### src/rtl/eei_host_controller.sv
// Byte-stream command interpreter driving the RV32IMF core's EEI ports:
// loads/reads memories, reads registers, launches runs and reports results.
module eei_host_controller #(
  parameter int unsigned TIMEOUT_CYCLES = 1_000_000
) (
  input  logic        clk,
  input  logic        rst,
  input  logic [7:0]  rx_data,
  input  logic        rx_valid,
  output logic        rx_ready,
  output logic [7:0]  tx_data,
  output logic        tx_valid,
  input  logic        tx_ready,
  output logic        start,
  output logic [31:0] initial_PC,
  input  logic        ready,
  input  logic [1:0]  exit_status,
  input  logic [31:0] PC,
  output logic        acces_to_prog_mem,
  output logic        prog_valid_mem_fromEEI,
  output logic        prog_rw_fromEEI,
  output logic [31:0] prog_addr_fromEEI,
  output logic [31:0] prog_in_fromEEI,
  input  logic        prog_ready_toEEI,
  input  logic        prog_out_of_range_toEEI,
  output logic        acces_to_data_mem,
  output logic        data_valid_mem_fromEEI,
  output logic        data_rw_fromEEI,
  output logic [31:0] data_addr_fromEEI,
  output logic [31:0] data_in_fromEEI,
  input  logic        data_ready_toEEI,
  input  logic        data_out_of_range_toEEI,
  input  logic [31:0] data_out_toEEI,
  output logic        acces_to_registers_files,
  output logic        is_rs1_fp_fromEEI,
  output logic [4:0]  rs1_add_fromEEI,
  input  logic [31:0] rs1_toEEI,
  output logic [1:0]  byte_half_word,
  output logic        is_load_unsigned,
  output logic        do_wb_fromEEI
);

  localparam int unsigned TW = (TIMEOUT_CYCLES > 2) ? $clog2(TIMEOUT_CYCLES) : 1;
  localparam logic [TW-1:0] TMO_LAST = TW'(TIMEOUT_CYCLES - 1);

  localparam logic [7:0] OP_WPROG = 8'h01;
  localparam logic [7:0] OP_WDATA = 8'h02;
  localparam logic [7:0] OP_RDATA = 8'h03;
  localparam logic [7:0] OP_RUN   = 8'h04;
  localparam logic [7:0] OP_RREG  = 8'h05;

  localparam logic [7:0] RSP_ACK = 8'hA0;
  localparam logic [7:0] RSP_OOR = 8'hE1;
  localparam logic [7:0] RSP_TMO = 8'hE2;
  localparam logic [7:0] RSP_BAD = 8'hEE;

  typedef enum logic [2:0] {
    S_IDLE,
    S_GET_ARGS,
    S_MEM_ACC,
    S_REG_ACC,
    S_RUN_WAIT,
    S_SEND
  } state_e;

  state_e        state_q, state_d;
  logic [7:0]    op_q, op_d;
  logic [63:0]   args_q, args_d;
  logic [3:0]    cnt_q, cnt_d;
  logic [TW-1:0] tmo_q, tmo_d;
  logic [47:0]   reply_q, reply_d;
  logic [2:0]    len_q, len_d;
  logic          regc_q, regc_d;
  logic [31:0]   run_pc_q, run_pc_d;

  logic        mem_active, is_prog, is_write;
  logic        mem_rdy, mem_oor;
  logic [31:0] mem_addr;

  always_ff @(posedge clk) begin
    if (rst) begin
      state_q  <= S_IDLE;
      op_q     <= '0;
      args_q   <= '0;
      cnt_q    <= '0;
      tmo_q    <= '0;
      reply_q  <= '0;
      len_q    <= '0;
      regc_q   <= 1'b0;
      run_pc_q <= '0;
    end else begin
      state_q  <= state_d;
      op_q     <= op_d;
      args_q   <= args_d;
      cnt_q    <= cnt_d;
      tmo_q    <= tmo_d;
      reply_q  <= reply_d;
      len_q    <= len_d;
      regc_q   <= regc_d;
      run_pc_q <= run_pc_d;
    end
  end

  // Arguments shift in from the top, so 8-byte frames hold addr in [31:0]
  // while 4-byte frames end up in [63:32] and the 1-byte index in [63:56].
  assign is_prog  = (op_q == OP_WPROG);
  assign is_write = (op_q != OP_RDATA);
  assign mem_addr = is_write ? args_q[31:0] : args_q[63:32];
  assign mem_rdy  = is_prog ? prog_ready_toEEI : data_ready_toEEI;
  assign mem_oor  = is_prog ? prog_out_of_range_toEEI : data_out_of_range_toEEI;

  always_comb begin
    state_d  = state_q;
    op_d     = op_q;
    args_d   = args_q;
    cnt_d    = cnt_q;
    tmo_d    = tmo_q;
    reply_d  = reply_q;
    len_d    = len_q;
    regc_d   = regc_q;
    run_pc_d = run_pc_q;

    case (state_q)
      S_IDLE: begin
        tmo_d = '0;
        if (rx_valid) begin
          op_d = rx_data;
          case (rx_data)
            OP_WPROG, OP_WDATA: begin cnt_d = 4'd8; state_d = S_GET_ARGS; end
            OP_RDATA, OP_RUN:   begin cnt_d = 4'd4; state_d = S_GET_ARGS; end
            OP_RREG:            begin cnt_d = 4'd1; state_d = S_GET_ARGS; end
            default: begin
              reply_d = {40'h0, RSP_BAD};
              len_d   = 3'd1;
              state_d = S_SEND;
            end
          endcase
        end
      end

      S_GET_ARGS: begin
        if (rx_valid) begin
          args_d = {rx_data, args_q[63:8]};
          cnt_d  = cnt_q - 4'd1;
          tmo_d  = '0;
          if (cnt_q == 4'd1) begin
            case (op_q)
              OP_RUN: begin
                run_pc_d = args_d[63:32];
                state_d  = S_RUN_WAIT;
              end
              OP_RREG: begin
                regc_d  = 1'b0;
                state_d = S_REG_ACC;
              end
              default: state_d = S_MEM_ACC;
            endcase
          end
        end else if (tmo_q == TMO_LAST) begin
          reply_d = {40'h0, RSP_TMO};
          len_d   = 3'd1;
          state_d = S_SEND;
        end else begin
          tmo_d = tmo_q + TW'(1);
        end
      end

      // Out-of-range takes priority when both completion flags arrive together.
      S_MEM_ACC: begin
        if (mem_oor) begin
          reply_d = {40'h0, RSP_OOR};
          len_d   = 3'd1;
          state_d = S_SEND;
        end else if (mem_rdy) begin
          if (is_write) begin
            reply_d = {40'h0, RSP_ACK};
            len_d   = 3'd1;
          end else begin
            reply_d = {8'h0, data_out_toEEI, RSP_ACK};
            len_d   = 3'd5;
          end
          state_d = S_SEND;
        end
      end

      S_REG_ACC: begin
        if (!regc_q) begin
          regc_d = 1'b1;
        end else begin
          reply_d = {8'h0, rs1_toEEI, RSP_ACK};
          len_d   = 3'd5;
          state_d = S_SEND;
        end
      end

      S_RUN_WAIT: begin
        if (ready) begin
          reply_d = {PC, 6'b0, exit_status, RSP_ACK};
          len_d   = 3'd6;
          state_d = S_SEND;
        end
      end

      S_SEND: begin
        if (tx_ready) begin
          reply_d = {8'h0, reply_q[47:8]};
          len_d   = len_q - 3'd1;
          if (len_q == 3'd1) state_d = S_IDLE;
        end
      end

      default: state_d = S_IDLE;
    endcase
  end

  assign mem_active = (state_q == S_MEM_ACC);

  // rx_ready is masked by rst so every output reads zero while reset is held.
  assign rx_ready = ~rst & ((state_q == S_IDLE) | (state_q == S_GET_ARGS));
  assign tx_valid = (state_q == S_SEND);
  assign tx_data  = (state_q == S_SEND) ? reply_q[7:0] : 8'h00;

  assign start      = (state_q == S_RUN_WAIT);
  assign initial_PC = run_pc_q;

  assign acces_to_prog_mem      = mem_active & is_prog;
  assign prog_valid_mem_fromEEI = mem_active & is_prog;
  assign prog_rw_fromEEI        = mem_active & is_prog & is_write;
  assign prog_addr_fromEEI      = (mem_active & is_prog) ? mem_addr : 32'h0;
  assign prog_in_fromEEI        = (mem_active & is_prog) ? args_q[63:32] : 32'h0;

  assign acces_to_data_mem      = mem_active & ~is_prog;
  assign data_valid_mem_fromEEI = mem_active & ~is_prog;
  assign data_rw_fromEEI        = mem_active & ~is_prog & is_write;
  assign data_addr_fromEEI      = (mem_active & ~is_prog) ? mem_addr : 32'h0;
  assign data_in_fromEEI        = (mem_active & ~is_prog & is_write) ? args_q[63:32] : 32'h0;

  assign acces_to_registers_files = (state_q == S_REG_ACC);
  assign rs1_add_fromEEI          = (state_q == S_REG_ACC) ? args_q[60:56] : 5'h0;
  assign is_rs1_fp_fromEEI        = (state_q == S_REG_ACC) & args_q[61];

  assign byte_half_word   = 2'b00;
  assign is_load_unsigned = 1'b1;
  assign do_wb_fromEEI    = 1'b0;

endmodule

### config.mk
export PLATFORM = sky130hd
export DESIGN_NAME = eei_host_controller
export DESIGN_NICKNAME = d
export VERILOG_FILES = /design/src/rtl/eei_host_controller.sv
export SDC_FILE = /design/constraint.sdc
export NUM_CORES = 1
export LEC_CHECK = 0
export BUFFER_PORTS_ARGS = -buffer_cell sky130_fd_sc_hd__buf_2
export CAP_MARGIN = 20
export CORE_UTILIZATION = 51
export CTS_CLUSTER_SIZE = 10
export DETAILED_ROUTE_END_ITERATION = 10
export GPL_TIMING_DRIVEN = 0
export PLACE_DENSITY = 0.81
export SKIP_LAST_GASP = 1
export SLEW_MARGIN = 15
export SYNTH_ARGS = -nofsm -noshare
export SYNTH_HDL_FRONTEND = slang
export SYNTH_SLANG_ARGS = --single-unit
### constraint.sdc
create_clock -name clk -period 3.2 [get_ports clk]
set_input_delay 0.16 -clock clk [delete_from_list [all_inputs] [get_ports clk]]
set_output_delay 0.16 -clock clk [all_outputs]
set_load 0.005 [all_outputs]
==> metrics.txt <==
# TYPE chip_impl_metric gauge
chip_impl_info{name="status",value="completed"} 1
chip_impl_info{name="root_buffer",value="sky130_fd_sc_hd__clkbuf_16"} 1
chip_impl_metric{name="synth_area",unit="µm²"} 9290
chip_impl_metric{name="minimum_period_implied_by_the_final_worst_setup_slack",unit="ns"} 3.15
chip_impl_metric{name="post-route-util",unit=""} 0.675
chip_impl_metric{name="max_cap_viol_count",unit=""} 0
chip_impl_info{name="crit-reg2reg-capture",value="reply_q[39]"} 1
chip_impl_metric{name="ir_worst_vdd",unit="µV"} 459
chip_impl_info{name="hold_path.startpoint",value="rx_data[5]"} 1
chip_impl_metric{name="globalplace.congestion",unit=""} 1.02
chip_impl_metric{name="numCtsBuffers",unit=""} 17
chip_impl_metric{name="insertion_delay",unit="ns"} 0.43
chip_impl_metric{name="drt.antenna.violating_nets",unit=""} 0
chip_impl_info{name="min-delay-path-class",value="in -> reg"} 1
chip_impl_metric{name="yosys.area.top_type_share",unit=""} 0.394
chip_impl_metric{name="vias_in_the_first_global_route",unit=""} 9272
chip_impl_metric{name="detailedRoute.firstIterationViolations",unit=""} 1048
chip_impl_metric{name="detailroute.wirelength.met3",unit="µm"} 3100
chip_impl_metric{name="timing.critical_path.required",unit="ns"} 3.04
chip_impl_metric{name="hold_ws",unit="ns"} 0.00739
chip_impl_info{name="synth_top_cells_by_area",value="sky130_fd_sc_hd__dfxtp_1 (39%), sky130_fd_sc_hd__nand2_1 (12%), sky130_fd_sc_hd__a21oi_1 (11%)"} 1
chip_impl_metric{name="grt_first_pass_wirelength",unit="µm"} 49300
chip_impl_metric{name="vias",unit=""} 10402
chip_impl_metric{name="post_synth_inst_count",unit=""} 1245
chip_impl_info{name="cp-endpoint",value="prog_in_fromEEI[6]"} 1
chip_impl_metric{name="post_synth_num_cell_types",unit=""} 53
chip_impl_info{name="worst_setup_path_startpoint",value="op_q[3]"} 1
chip_impl_metric{name="grt_overflow_total",unit=""} 0
chip_impl_metric{name="maxClockFrequency",unit="MHz"} 317
chip_impl_metric{name="multiInputGateArea",unit="µm²"} 5150
chip_impl_metric{name="worst_rel_slew_slack",unit=""} 0.317
chip_impl_metric{name="grt_antenna_before_repair",unit=""} 0
chip_impl_metric{name="ctsHtreeMaxLevel",unit=""} 4
chip_impl_metric{name="clock-sinks",unit=""} 183
chip_impl_metric{name="total_power",unit="mW"} 7.38
chip_impl_metric{name="final.setup.tns",unit="ns"} 0
chip_impl_metric{name="drc",unit=""} 0
chip_impl_metric{name="route.met2.wl",unit="µm"} 15800
chip_impl_metric{name="num_antenna_cells",unit=""} 0
chip_impl_info{name="clock_tree_from_tritoncts",value="built"} 1
chip_impl_metric{name="timing.final.setup_violations",unit=""} 0
chip_impl_metric{name="io_pins",unit=""} 303
chip_impl_info{name="rsz0062_at_grt",value="true"} 1
chip_impl_metric{name="detail_route.first_pass.iterations",unit=""} 6
chip_impl_metric{name="regArea",unit="µm²"} 3660
chip_impl_metric{name="path_max_fanout",unit=""} 10
chip_impl_metric{name="post_drt_via_cell_ratio",unit=""} 5.74
chip_impl_metric{name="detail_route.wl_per_cell",unit="µm"} 18.1
chip_impl_metric{name="num_rows",unit=""} 48
chip_impl_metric{name="core",unit="µm²"} 17500
chip_impl_info{name="endpoint_kind",value="output port"} 1
chip_impl_metric{name="cts.reportedPaths.clkPinSlew",unit="ns"} 0.06
chip_impl_metric{name="syn-mean-instance-area",unit="µm²"} 7.46
chip_impl_metric{name="yosys_warnings",unit=""} 0
chip_impl_metric{name="final.setup_skew",unit="ns"} 0.0101
chip_impl_metric{name="rr_worst_depth",unit=""} 8
chip_impl_metric{name="timing_worst_slew_pin_value",unit="ns"} 1.02
chip_impl_metric{name="ratio_of_final_minimum_period_to_clock_period",unit=""} 0.986
chip_impl_metric{name="maximum_number_of_pins_on_one_net_before_global_route_repair",unit=""} 17
chip_impl_metric{name="die_outline_width",unit="µm"} 137
chip_impl_metric{name="detailedPlacementHpwl",unit="µm"} 24200
chip_impl_metric{name="fillers",unit=""} 1512
chip_impl_info{name="timing.critical_path.from_type",value="flip-flop"} 1
chip_impl_metric{name="timing.final.max_slew_violations",unit=""} 0
chip_impl_info{name="netlist.top_cell.by_area",value="sky130_fd_sc_hd__dfxtp_1"} 1
chip_impl_metric{name="die_area",unit="µm²"} 18800
chip_impl_metric{name="area_delta_synth_final",unit="%"} 27.3
chip_impl_metric{name="floorplan.die.height",unit="µm"} 137
chip_impl_info{name="r2r-start",value="op_q[7]"} 1
chip_impl_metric{name="p_leak",unit="nW"} 4.95
chip_impl_metric{name="fin_nets",unit=""} 1693
chip_impl_info{name="mostFrequentLayoutCells",value="sky130_fd_sc_hd__buf_2 (311), sky130_fd_sc_hd__nand2_1 (309), sky130_fd_sc_hd__a21oi_1 (200)"} 1
chip_impl_metric{name="port-buffer-count",unit=""} 298
chip_impl_metric{name="crit_arrival",unit="ns"} 2.99
chip_impl_metric{name="routedLengthMet1",unit="µm"} 12700
chip_impl_metric{name="yosys_register_bits",unit=""} 183
chip_impl_metric{name="synth_seq_area_share",unit=""} 0.394
chip_impl_info{name="topRoutingLayerUsed",value="met4"} 1
chip_impl_info{name="final_common_cell",value="sky130_fd_sc_hd__buf_2"} 1
chip_impl_metric{name="clock_tree_buf_depth",unit=""} 2
chip_impl_metric{name="p_per_area",unit="nW/µm²"} 624
chip_impl_metric{name="final-hold-violation-count",unit=""} 0
chip_impl_info{name="criticalPathCategory",value="reg -> out"} 1
chip_impl_metric{name="layout_cells_sized_above_1",unit=""} 0.232
chip_impl_metric{name="start_util",unit=""} 0.530
chip_impl_metric{name="reg2reg_slack",unit="ns"} 0.20
chip_impl_metric{name="grt_util_all_layers",unit=""} 0.343
chip_impl_metric{name="finalWirelength",unit="µm"} 32800
-- registers in the layout (all words and copies together), names as in the netlist, 3 cells and up --
register	cells
args_q	64
state_q	3
initial_PC	32
reply_q	48
op_q	8
cnt_q	4
len_q	3
tmo_q	20
-- power by group --
part	internal, mW	total (mW)	switching (mW)
Sequential	2.62	2.87	0.254
Clock	1.41	2.31	0.906
Combinational	0.829	2.20	1.37
Total	4.85	7.38	2.53
-- worst min path at each step --
stage / depth (start not counted) / end / slack (ns)
3_3_place_gp: 3 / reply_q[42] / 0.41
3_5_place_dp: 3 / reply_q[42] / 0.42
2_1_floorplan: 2 / op_q[6] / 0.30
4_1_cts: 3 / op_q[5] / 0.0005
5_1_grt: 3 / op_q[7] / 0.01
6_report: 3 / op_q[5] / 0.007
-- kinds of logic (layout without fill, tap and decap cells) --
logic type | Yosys count | count (layout) | synth area share
and+or+nand+nor | 572 | 572 | 0.289
xor gates and xnor gates | 16 | 16 | 0.0151
other | 2 | 4 | 0.000808
DFF | 183 | 183 | 0.394
adders and majority gates | 5 | 5 | 0.00673
muxes | 37 | 37 | 0.0399
buffers and inverters | 121 | 460 | 0.0541
AOI/OAI and AO/OA | 309 | 309 | 0.200
-- metrics by stage --
step	cells	area, µm²	setup WS [ns]
5_1_grt	1811	11800	-0.00883
3_3_place_gp	1770	11100	0.0618
6_report	1811	11800	0.0450
4_1_cts	1811	11800	0.110
2_1_floorplan	1247	9300	0.774
3_5_place_dp	1771	11100	0.145
-- layout make-up --
class	count	share of cell area
Sequential cell	183	0.310
Buffer	108	0.0386
Clock buffer	20	0.0378
Inverter	12	0.00381
Timing Repair Buffer	308	0.134
Clock inverter	12	0.0169
Multi-Input combinational cell	943	0.435
Tap cell	225	0.0238
-- synthesized netlist by cell type (all sizes together) --
| cell type | number |
|---|---|
| clkbuf | 80 |
| or4 | 4 |
| nand3 | 8 |
| and3 | 18 |
| conb | 2 |
| xnor2 | 3 |
| nand3b | 2 |
| o211a | 1 |
| or3 | 4 |
| nor2b | 4 |
| and2 | 98 |
| or4b | 2 |
| o41ai | 1 |
| or2 | 6 |
| nand2 | 309 |
| nor4 | 8 |
| a21oi | 200 |
| dfxtp | 183 |
| nor3b | 2 |
| a211o | 2 |
| buf | 29 |
| a221o | 1 |
| a22oi | 6 |
| o21ai | 12 |
| o31ai | 3 |
| a311oi | 8 |
| inv | 12 |
| or3b | 1 |
| a211oi | 39 |
| a31oi | 3 |
| o311ai | 1 |
| nand4 | 10 |
| xor2 | 13 |
| a221oi | 29 |
| mux2i | 37 |
| a41oi | 1 |
| ha | 5 |
| o211ai | 1 |
| nand2b | 8 |
| and4 | 3 |
| nor3 | 16 |
| nor2 | 69 |
| a2111o | 1 |
-- what timing repair did --
action	CTS	global route
buffers inserted	0	0
resized for setup	4	2
hold buffers	9	0
hold endpoints to repair	9	0
endpoints found under the setup margin	95	5
-- routing by layer --
metal  vias to the layer above  global-route usage
li1                       4914                   -
met5                         -                   0
met2                       591               0.585
met4                         0               0.150
met1                      4803               0.421
met3                        94              0.0633
-- worst max-delay path, cell delays in order, from the launching register on --
cell and delay [ns]:
sky130_fd_sc_hd__dfxtp_1 0.33, sky130_fd_sc_hd__or4_1 0.59, sky130_fd_sc_hd__or2_2 0.36, sky130_fd_sc_hd__nor4_2 0.25
sky130_fd_sc_hd__buf_2 0.33, sky130_fd_sc_hd__clkbuf_2 0.31, sky130_fd_sc_hd__and2_1 0.25, sky130_fd_sc_hd__buf_2 0.14
No activity file was read; power rests on OpenSTA's default activity.
